--- config.mk ---
export PLATFORM = sky130hd
export DESIGN_NAME = scan_chain_driver_flat
export DESIGN_NICKNAME = d
export VERILOG_FILES = /design/src/rtl/scan_pkg.sv /design/src/rtl/scan_chain_driver_if.sv /design/src/rtl/scan_piso_sipo.sv /design/src/rtl/scan_chain_driver.sv /design/src/flat_wrapper.sv
export SDC_FILE = /design/constraint.sdc
export NUM_CORES = 1
export LEC_CHECK = 0
export ABC_AREA = 1
export BUFFER_PORTS_ARGS = -buffer_cell sky130_fd_sc_hd__buf_2
export CAP_MARGIN = 20
export CELL_PAD_IN_SITES_DETAIL_PLACEMENT = 1
export CELL_PAD_IN_SITES_GLOBAL_PLACEMENT = 1
export CORE_MARGIN = 4
export CORE_UTILIZATION = 30
export CTS_CLUSTER_DIAMETER = 80
export DETAILED_ROUTE_END_ITERATION = 10
export PLACE_DENSITY_LB_ADDON = 0.1
export SYNTH_ARGS = -nofsm -noshare
export SYNTH_HDL_FRONTEND = slang
export SYNTH_SLANG_ARGS = --single-unit
--- constraint.sdc ---
create_clock -name clk -period 2.8 [get_ports clk]
set_input_delay 0.14 -clock clk [delete_from_list [all_inputs] [get_ports clk]]
set_output_delay 0.14 -clock clk [all_outputs]
set_load 0.01 [all_outputs]
--- src/rtl/scan_pkg.sv ---
// Shared types and limits for the scan chain driver and its shift-register datapath.
package scan_pkg;

  typedef enum logic [1:0] {
    IDLE    = 2'd0,
    SHIFT   = 2'd1,
    CAPTURE = 2'd2
  } state_t;

  localparam int CHAIN_LEN_MIN = 2;
  localparam int CHAIN_LEN_MAX = 256;

endpackage

--- src/rtl/scan_chain_driver_if.sv ---
// Pattern/response handshake plus chain-side pins of the scan chain driver.
interface scan_chain_driver_if
  import scan_pkg::*;
#(
  parameter int CHAIN_LEN = 16
);

  // Both handshakes transfer on a clk edge where valid and ready are high together;
  // valid and its payload are held stable until that edge, and ready never depends on valid.
  logic                 pat_valid;
  logic                 pat_ready;
  logic [CHAIN_LEN-1:0] pat_data;
  logic                 pat_nocap;

  logic                 rsp_valid;
  logic                 rsp_ready;
  logic [CHAIN_LEN-1:0] rsp_data;

  logic                 se;
  logic                 si;
  logic                 so;
  logic                 busy;
  state_t               state;

  modport master (
    output pat_valid, pat_data, pat_nocap, rsp_ready, so,
    input  pat_ready, rsp_valid, rsp_data, se, si, busy, state
  );

  modport slave (
    input  pat_valid, pat_data, pat_nocap, rsp_ready, so,
    output pat_ready, rsp_valid, rsp_data, se, si, busy, state
  );

endinterface

--- src/rtl/scan_piso_sipo.sv ---
// Paired pattern (parallel-in/serial-out) and response (serial-in/parallel-out) registers with shift counter.
module scan_piso_sipo #(
  parameter int CHAIN_LEN = 16,
  parameter int CNT_W     = 5
) (
  input  logic                 clk,
  input  logic                 rn,
  input  logic                 load,
  input  logic                 shift,
  input  logic [CHAIN_LEN-1:0] load_data,
  input  logic                 so,
  output logic                 next_bit,
  output logic [CHAIN_LEN-1:0] rsp_word,
  output logic                 last
);

  logic [CHAIN_LEN-1:0] pat_sr;
  logic [CHAIN_LEN-1:0] rsp_sr;
  logic [CNT_W-1:0]     cnt;

  // Bit 0 goes straight to SI at the accept edge, so the register keeps only the remaining bits.
  always_ff @(posedge clk or negedge rn) begin
    if (!rn) begin
      pat_sr <= '0;
      rsp_sr <= '0;
      cnt    <= '0;
    end else if (load) begin
      pat_sr <= load_data >> 1;
      cnt    <= '0;
    end else if (shift) begin
      pat_sr <= pat_sr >> 1;
      rsp_sr <= rsp_word;
      cnt    <= cnt + 1'b1;
    end
  end

  // Tail bits enter at the top and walk down, so the first unloaded bit ends up in bit 0.
  assign rsp_word = {so, rsp_sr[CHAIN_LEN-1:1]};
  assign next_bit = pat_sr[0];
  assign last     = (cnt == CNT_W'(CHAIN_LEN - 1));

endmodule

--- src/rtl/scan_chain_driver.sv ---
// Loads a parallel pattern into a scan chain, pulses one capture edge and returns the previous capture's unload.
module scan_chain_driver
  import scan_pkg::*;
#(
  parameter int CHAIN_LEN = 16
) (
  input logic          clk,
  input logic          rn,
  scan_chain_driver_if.slave bus
);

  localparam int CNT_W = $clog2(CHAIN_LEN + 1);

  if (CHAIN_LEN < CHAIN_LEN_MIN || CHAIN_LEN > CHAIN_LEN_MAX) begin : g_len_check
    $error("scan_chain_driver: CHAIN_LEN out of range");
  end

  state_t               state;
  logic                 se_q;
  logic                 si_q;
  logic                 nocap_q;
  logic                 has_cap;
  logic                 rsp_valid_q;
  logic [CHAIN_LEN-1:0] rsp_data_q;

  logic                 load;
  logic                 shift;
  logic                 next_bit;
  logic                 last;
  logic [CHAIN_LEN-1:0] rsp_word;

  assign bus.pat_ready = (state == IDLE) && !rsp_valid_q;
  assign load          = bus.pat_valid && bus.pat_ready;
  assign shift         = (state == SHIFT);

  scan_piso_sipo #(
    .CHAIN_LEN (CHAIN_LEN),
    .CNT_W     (CNT_W)
  ) u_piso_sipo (
    .clk       (clk),
    .rn        (rn),
    .load      (load),
    .shift     (shift),
    .load_data (bus.pat_data),
    .so        (bus.so),
    .next_bit  (next_bit),
    .rsp_word  (rsp_word),
    .last      (last)
  );

  // has_cap marks that the chain currently holds a captured response worth returning.
  always_ff @(posedge clk or negedge rn) begin
    if (!rn) begin
      state       <= IDLE;
      se_q        <= 1'b0;
      si_q        <= 1'b0;
      nocap_q     <= 1'b0;
      has_cap     <= 1'b0;
      rsp_valid_q <= 1'b0;
      rsp_data_q  <= '0;
    end else begin
      if (rsp_valid_q && bus.rsp_ready) begin
        rsp_valid_q <= 1'b0;
      end
      case (state)
        IDLE: begin
          if (load) begin
            nocap_q <= bus.pat_nocap;
            se_q    <= 1'b1;
            si_q    <= bus.pat_data[0];
            state   <= SHIFT;
          end
        end
        SHIFT: begin
          if (last) begin
            se_q <= 1'b0;
            si_q <= 1'b0;
            if (has_cap) begin
              rsp_valid_q <= 1'b1;
              rsp_data_q  <= rsp_word;
            end
            if (nocap_q) begin
              has_cap <= 1'b0;
              state   <= IDLE;
            end else begin
              state <= CAPTURE;
            end
          end else begin
            si_q <= next_bit;
          end
        end
        CAPTURE: begin
          has_cap <= 1'b1;
          state   <= IDLE;
        end
        default: begin
          state <= IDLE;
        end
      endcase
    end
  end

  assign bus.se        = se_q;
  assign bus.si        = si_q;
  assign bus.rsp_valid = rsp_valid_q;
  assign bus.rsp_data  = rsp_data_q;
  assign bus.busy      = (state != IDLE);
  assign bus.state     = state;

endmodule

--- src/flat_wrapper.sv ---
// flat-port wrapper written by rule: the top's interface ports become plain ports
module scan_chain_driver_flat import scan_pkg::*;
#(
  parameter int CHAIN_LEN = 16
)
  (clk, rn, bus_pat_valid, bus_pat_data, bus_pat_nocap, bus_rsp_ready, bus_so, bus_pat_ready, bus_rsp_valid, bus_rsp_data, bus_se, bus_si, bus_busy, bus_state);
  scan_chain_driver_if #(.CHAIN_LEN(CHAIN_LEN)) bus_i ();
  input logic clk;
  input logic rn;
  input wire logic [$bits(bus_i.pat_valid)-1:0] bus_pat_valid;
  input wire logic [$bits(bus_i.pat_data)-1:0] bus_pat_data;
  input wire logic [$bits(bus_i.pat_nocap)-1:0] bus_pat_nocap;
  input wire logic [$bits(bus_i.rsp_ready)-1:0] bus_rsp_ready;
  input wire logic [$bits(bus_i.so)-1:0] bus_so;
  output wire logic [$bits(bus_i.pat_ready)-1:0] bus_pat_ready;
  output wire logic [$bits(bus_i.rsp_valid)-1:0] bus_rsp_valid;
  output wire logic [$bits(bus_i.rsp_data)-1:0] bus_rsp_data;
  output wire logic [$bits(bus_i.se)-1:0] bus_se;
  output wire logic [$bits(bus_i.si)-1:0] bus_si;
  output wire logic [$bits(bus_i.busy)-1:0] bus_busy;
  output wire logic [$bits(bus_i.state)-1:0] bus_state;
  assign bus_i.pat_valid = bus_pat_valid;
  assign bus_i.pat_data = bus_pat_data;
  assign bus_i.pat_nocap = bus_pat_nocap;
  assign bus_i.rsp_ready = bus_rsp_ready;
  assign bus_i.so = bus_so;
  assign bus_pat_ready = bus_i.pat_ready;
  assign bus_rsp_valid = bus_i.rsp_valid;
  assign bus_rsp_data = bus_i.rsp_data;
  assign bus_se = bus_i.se;
  assign bus_si = bus_i.si;
  assign bus_busy = bus_i.busy;
  assign bus_state = bus_i.state;
  scan_chain_driver #(.CHAIN_LEN(CHAIN_LEN)) u_core (.clk(clk), .rn(rn), .bus(bus_i));
endmodule
# == After elaboration in Yosys (flattened, before gate mapping) ==
# Index checks and enable logic that the tools add are counted.
# totals
reg_bits,60
output_inout_bits,23
# classes
n_addsub,1
n_eq_ne,6
muxes,21
bitwise_logic,1
reduce_logical,16
# op_table
op,count
$mux 16,2
$mux 1,10
$mux 5,2
$reduce_and 3->1,3
$reduce_and 2->1,4
$reduce_bool 2->1,4
$mux 2,3
$pmux 1 s2,3
$add 5x1->5 const B,1
$eq 5x4->1 const B,1
$ne 2x1->1 const B,2
$pmux 2 s2,1
$logic_and 1x1->1,3
$eq 2x1->1 const B,1
$eq 2x2->1 const B,1
$logic_not 2->1,1
$ne 2x2->1 const B,1
$logic_not 1->1,1
$not 1->1,1

# == Logic depth before layout (Yosys ltp) ==
# depth
ltp_word,5
depth_mapped,9
depth_no_buf,8

# == By module ==
# From an unflattened synthesis, not the netlist that was laid out.
# unflattened
cells_unflattened,274
area_unflattened_um2,2442.3
# modules_own_cells
mod,instances,cells_per_inst,area_each_um2,seq_area_each_um2
scan_piso_sipo,1,165,1471.4,875.8
scan_chain_driver,1,109,970.9,575.6

# == Worst setup path after synthesis ==
# No wires, ideal clock.
# synth_path
path_type,register to register
start,register u_core.u_piso_sipo.cnt[0]
end,"register u_core.rsp_valid_q, in the netlist u_core.bus.rsp_valid"
setup_time_ns,0.138
t_arrival_ns,1.333
required_ns,2.662
setup_slack_ns,1.329
path_stages_with_launch,7
path_buffers,1
period_less_slack_ns,1.471
path_cell_list,dfrtp_1 > ha_1 > and3_1 > ha_1 > nand3_2 > clkbuf_1 > o21ai_0
# synth_via
elab_chain_len,3
# synth_lines
item,line,rtl
"start, declared",scan_piso_sipo.sv:19,logic [CNT_W-1:0] cnt;
"start signal, assigned",scan_piso_sipo.sv:33,cnt <= cnt + 1'b1;
$eq 5x4->1,scan_piso_sipo.sv:40,assign last = (cnt == CNT_W'(CHAIN_LEN - 1));
$mux 1,scan_chain_driver.sv:75,if (last) begin
$mux 1,scan_chain_driver.sv:65,case (state)
"end signal, assigned",scan_chain_driver.sv:59,rsp_valid_q <= 1'b0;
"end signal, assigned",scan_chain_driver.sv:63,rsp_valid_q <= 1'b0;
"end signal, assigned",scan_chain_driver.sv:79,rsp_valid_q <= 1'b1;
"end, declared",scan_chain_driver.sv:23,logic rsp_valid_q;
# No other way between the ends.
# A chain may end at the register's enable or synchronous reset.

# == Worst setup path in the final report ==
# layout_path
start,register u_core.u_piso_sipo.cnt[1]
end,"register u_core.rsp_data_q[14], in the netlist u_core.bus.rsp_data[14]"
# layout_via
elab_chain_len,2
# layout_lines
item,line,rtl
$eq 5x4->1,scan_piso_sipo.sv:40,
$reduce_and 3->1 (no line),--,
"end signal, assigned",scan_chain_driver.sv:80,rsp_data_q <= rsp_word;
"end, declared",scan_chain_driver.sv:24,logic [CHAIN_LEN-1:0] rsp_data_q;
# No other way between the ends.

==> flow_summary.json <==
{
  "critPathKind": "flop to flop",
  "fin_crit_sh_pct": 64.6,
  "finClkSkew_ns": 0.00519,
  "num_vias": 2075,
  "min_path_cells": 3,
  "crit_path_frequent_cell": "ha_1",
  "cts_hold_buffers": 2,
  "worstSetupStartpointType": "flop",
  "grt_pass1_wl_um": 9830,
  "clk_latency_ns": 0.33,
  "yosys_warnings": 0,
  "finalWirelength_um": 5690,
  "r2r_cells": 5,
  "path_buf_inv": 0,
  "layout.nets": 369,
  "worst_slack_ns": 0.991,
  "antenna_cells": 0,
  "avgSynthCellArea_sq_um": 8.57,
  "io_pins": 45,
  "r2r_slack_ns": 0.99,
  "cts_setup_buffers": 0,
  "status": "finished, final reports clean",
  "synth.distinct_cells": 18,
  "cts_resized": 0,
  "fp.dieH_um": 100,
  "setup_violations": 0,
  "final_cell_mix": "nand2_1 (102), dfrtp_1 (58), o21ai_0 (48)",
  "finalNonFillerCells": 451,
  "netlist_area_sq_um": 2540,
  "period_needed_ns": 1.81,
  "end_kind": "flop",
  "critPathArrivalTime_ns": 2.04,
  "cts_root_buf": "clkbuf_8",
  "grt_pass1_vias": 2106,
  "rows": 33,
  "ys_seq_area_share_pct": 57.2,
  "drt_pass1_iterations": 4,
  "cp_slowest_cell": "nand3_2",
  "syn_nets": 324,
  "cts_buffers": 9,
  "dpl.hpwl_um": 3660,
  "clkSlewWorstSetupHoldPaths_ns": 0.07,
  "drive_gt1_share_pct": 19.4,
  "crit_chain": "ha_1 > and3_1 > ha_1 > nand3_2 > o21ai_0",
  "cp_slowest_stage_delay_ns": 0.44,
  "h-tree-depth": 3,
  "fillers": 1006,
  "grt_overflow": 0,
  "wl_per_cell_um": 12.6,
  "drc": 0,
  "grtUsageMet3_pct": 3.68,
  "synth_cells": 296,
  "die_x_um": 100,
  "initial_utilization_pct": 30.9,
  "cts_sinks": 58,
  "gp_congestion": 0.688,
  "cap_violations": 0,
  "core_area_sq_um": 8220,
  "grt_util_met2_pct": 19.3,
  "hold_viol": 0,
  "grtUsageTotal_pct": 12.5,
  "place_ws_ns": 0.895,
  "fp.dieArea_sq_um": 9990,
  "rsz0062_at_grt": "false",
  "avgViaCountPerCell": 4.60,
  "grt.met1_usage_pct": 15.9,
  "maxSlewHeadroom_pct": 48.6,
  "p_per_area_nw_per_um2": 1040,
  "grt_max_degree": 59,
  "leakagePower_nw": 1.63,
  "timing.fmax_mhz": 553,
  "hold_path_class": "input pin to flop",
  "slew_viol_final": 0,
  "antenna_found_initial": 0,
  "crit_cells": 5,
  "worstMarginPinSlew_ns": 0.771,
  "final_antenna_net_count": 0,
  "dp_cells": 433,
  "layout_commonest_cell": "nand2_1",
  "ys_seq_elements": 58,
  "cts_buffer_depth": 2,
  "tns_ns": 0,
  "ir_drop_uv": 305,
  "grt-busiest-layer": "met2",
  "path_delay_family": "simple AND/OR/NAND/NOR gates",
  "area_growth_pct": 22.5,
  "cts_tree": "yes",
  "path_max_fanout": 33,
  "worstPathRequired_ns": 3.03,
  "port_buffers": 44,
  "fin_area_sq_um": 3110,
  "dr.first_iter.drc_count": 73,
  "dpl_cell_area_sq_um": 2840
}
==> final cells by class <==
type	instances	area, sq um	share of cell area (%)
Multi-Input combinational cell	191	887	28.5
Inverter	31	116	3.74
Clock buffer	12	155	4.99
Tap cell	105	131	4.23
Timing Repair Buffer	50	270	8.69
Sequential cell	58	1450	46.7
Clock inverter	4	97.6	3.14
==> worst register-to-register path: cells and delay by family (launching register included) <==
family / cells / cell delay (ns)
AO/OA/AOI/OAI: 1 / 0.37
adder cells (fa/ha/maj): 2 / 0.35
AND/OR/NAND/NOR: 2 / 0.62
flip-flops: 1 / 0.37
==> where the power goes <==
part           internal [mW]  total [mW]  switching (mW)
registers               1.09        1.23           0.140
logic                  0.354        1.03           0.680
clock network          0.640       0.977           0.337
==> registers in the layout, summed over array words and instances (netlist names) <==
register	flops
u_core.bus.rsp_data	16
u_core.bus.rsp_valid	1
u_core.bus.se	1
u_core.bus.si	1
u_core.bus.state	2
u_core.has_cap	1
u_core.nocap_q	1
u_core.u_piso_sipo.cnt	5
u_core.u_piso_sipo.pat_sr	15
u_core.u_piso_sipo.rsp_sr	15
==> cells by family after synthesis <==
kind of cell             share of synthesized area [%]
flip-flops                                        57.2
AND/OR/NAND/NOR                                   21.9
buffers and inverters                             7.94
AO/OA/AOI/OAI                                     9.96
adder cells (fa/ha/maj)                           2.96
==> stage by stage <==
stage / hold WS [ns] / utilization [%] / power, mW
2_1_floorplan: -0.156 / - / 2.02
3_3_place_gp: 0.329 / 34.5 / 2.28
3_5_place_dp: 0.326 / 34.5 / 2.32
4_1_cts: 0.000539 / 37.8 / 3.32
5_1_grt: 0.0171 / 37.8 / 3.55
6_report: 0.0239 / 37.8 / 3.24
==> Yosys cell counts (all sizes together) <==
cell	n	area [sq um]
and3	1	6.26
inv	31	116
a21oi	1	5.00
clkbuf	5	18.8
nand4	1	6.26
ha	6	75.1
nor3b	1	7.51
nand3	25	135
buf	11	66.3
dfrtp	58	1450
o211ai	1	7.51
o21ai	48	240
nor2	5	18.8
nand2	102	383
==> routing by layer <==
| metal | wire [um] | vias to the layer above | part of all wire [%] |
|---|---|---|---|
| met5 | 0 | - | 0 |
| met4 | 101 | 0 | 1.8 |
| met3 | 263 | 7 | 4.6 |
| met2 | 2550 | 33 | 45 |
| met1 | 2780 | 1014 | 49 |
| li1 | - | 1021 | - |
==> path summary, 6_finish.rpt <==
| path | start | endpoint |
|---|---|---|
| worst max-delay path | u_core.u_piso_sipo.cnt[1]$_DFFE_PN0P_ | u_core.bus.rsp_data[14]$_DFFE_PN0P_ |
| worst min-delay path | bus_pat_nocap | u_core.nocap_q$_DFFE_PN0P_ |
| worst max register to register | u_core.u_piso_sipo.cnt[1]$_DFFE_PN0P_ | u_core.bus.rsp_data[14]$_DFFE_PN0P_ |
| worst min register to register | u_core.bus.rsp_data[10]$_DFFE_PN0P_ | u_core.bus.rsp_data[10]$_DFFE_PN0P_ |
| max in group asynchronous | rn | u_core.bus.rsp_data[3]$_DFFE_PN0P_ |
| min in group asynchronous | rn | u_core.u_piso_sipo.pat_sr[4]$_DFFE_PN0P_ |
(Power assumes the default switching activity.)
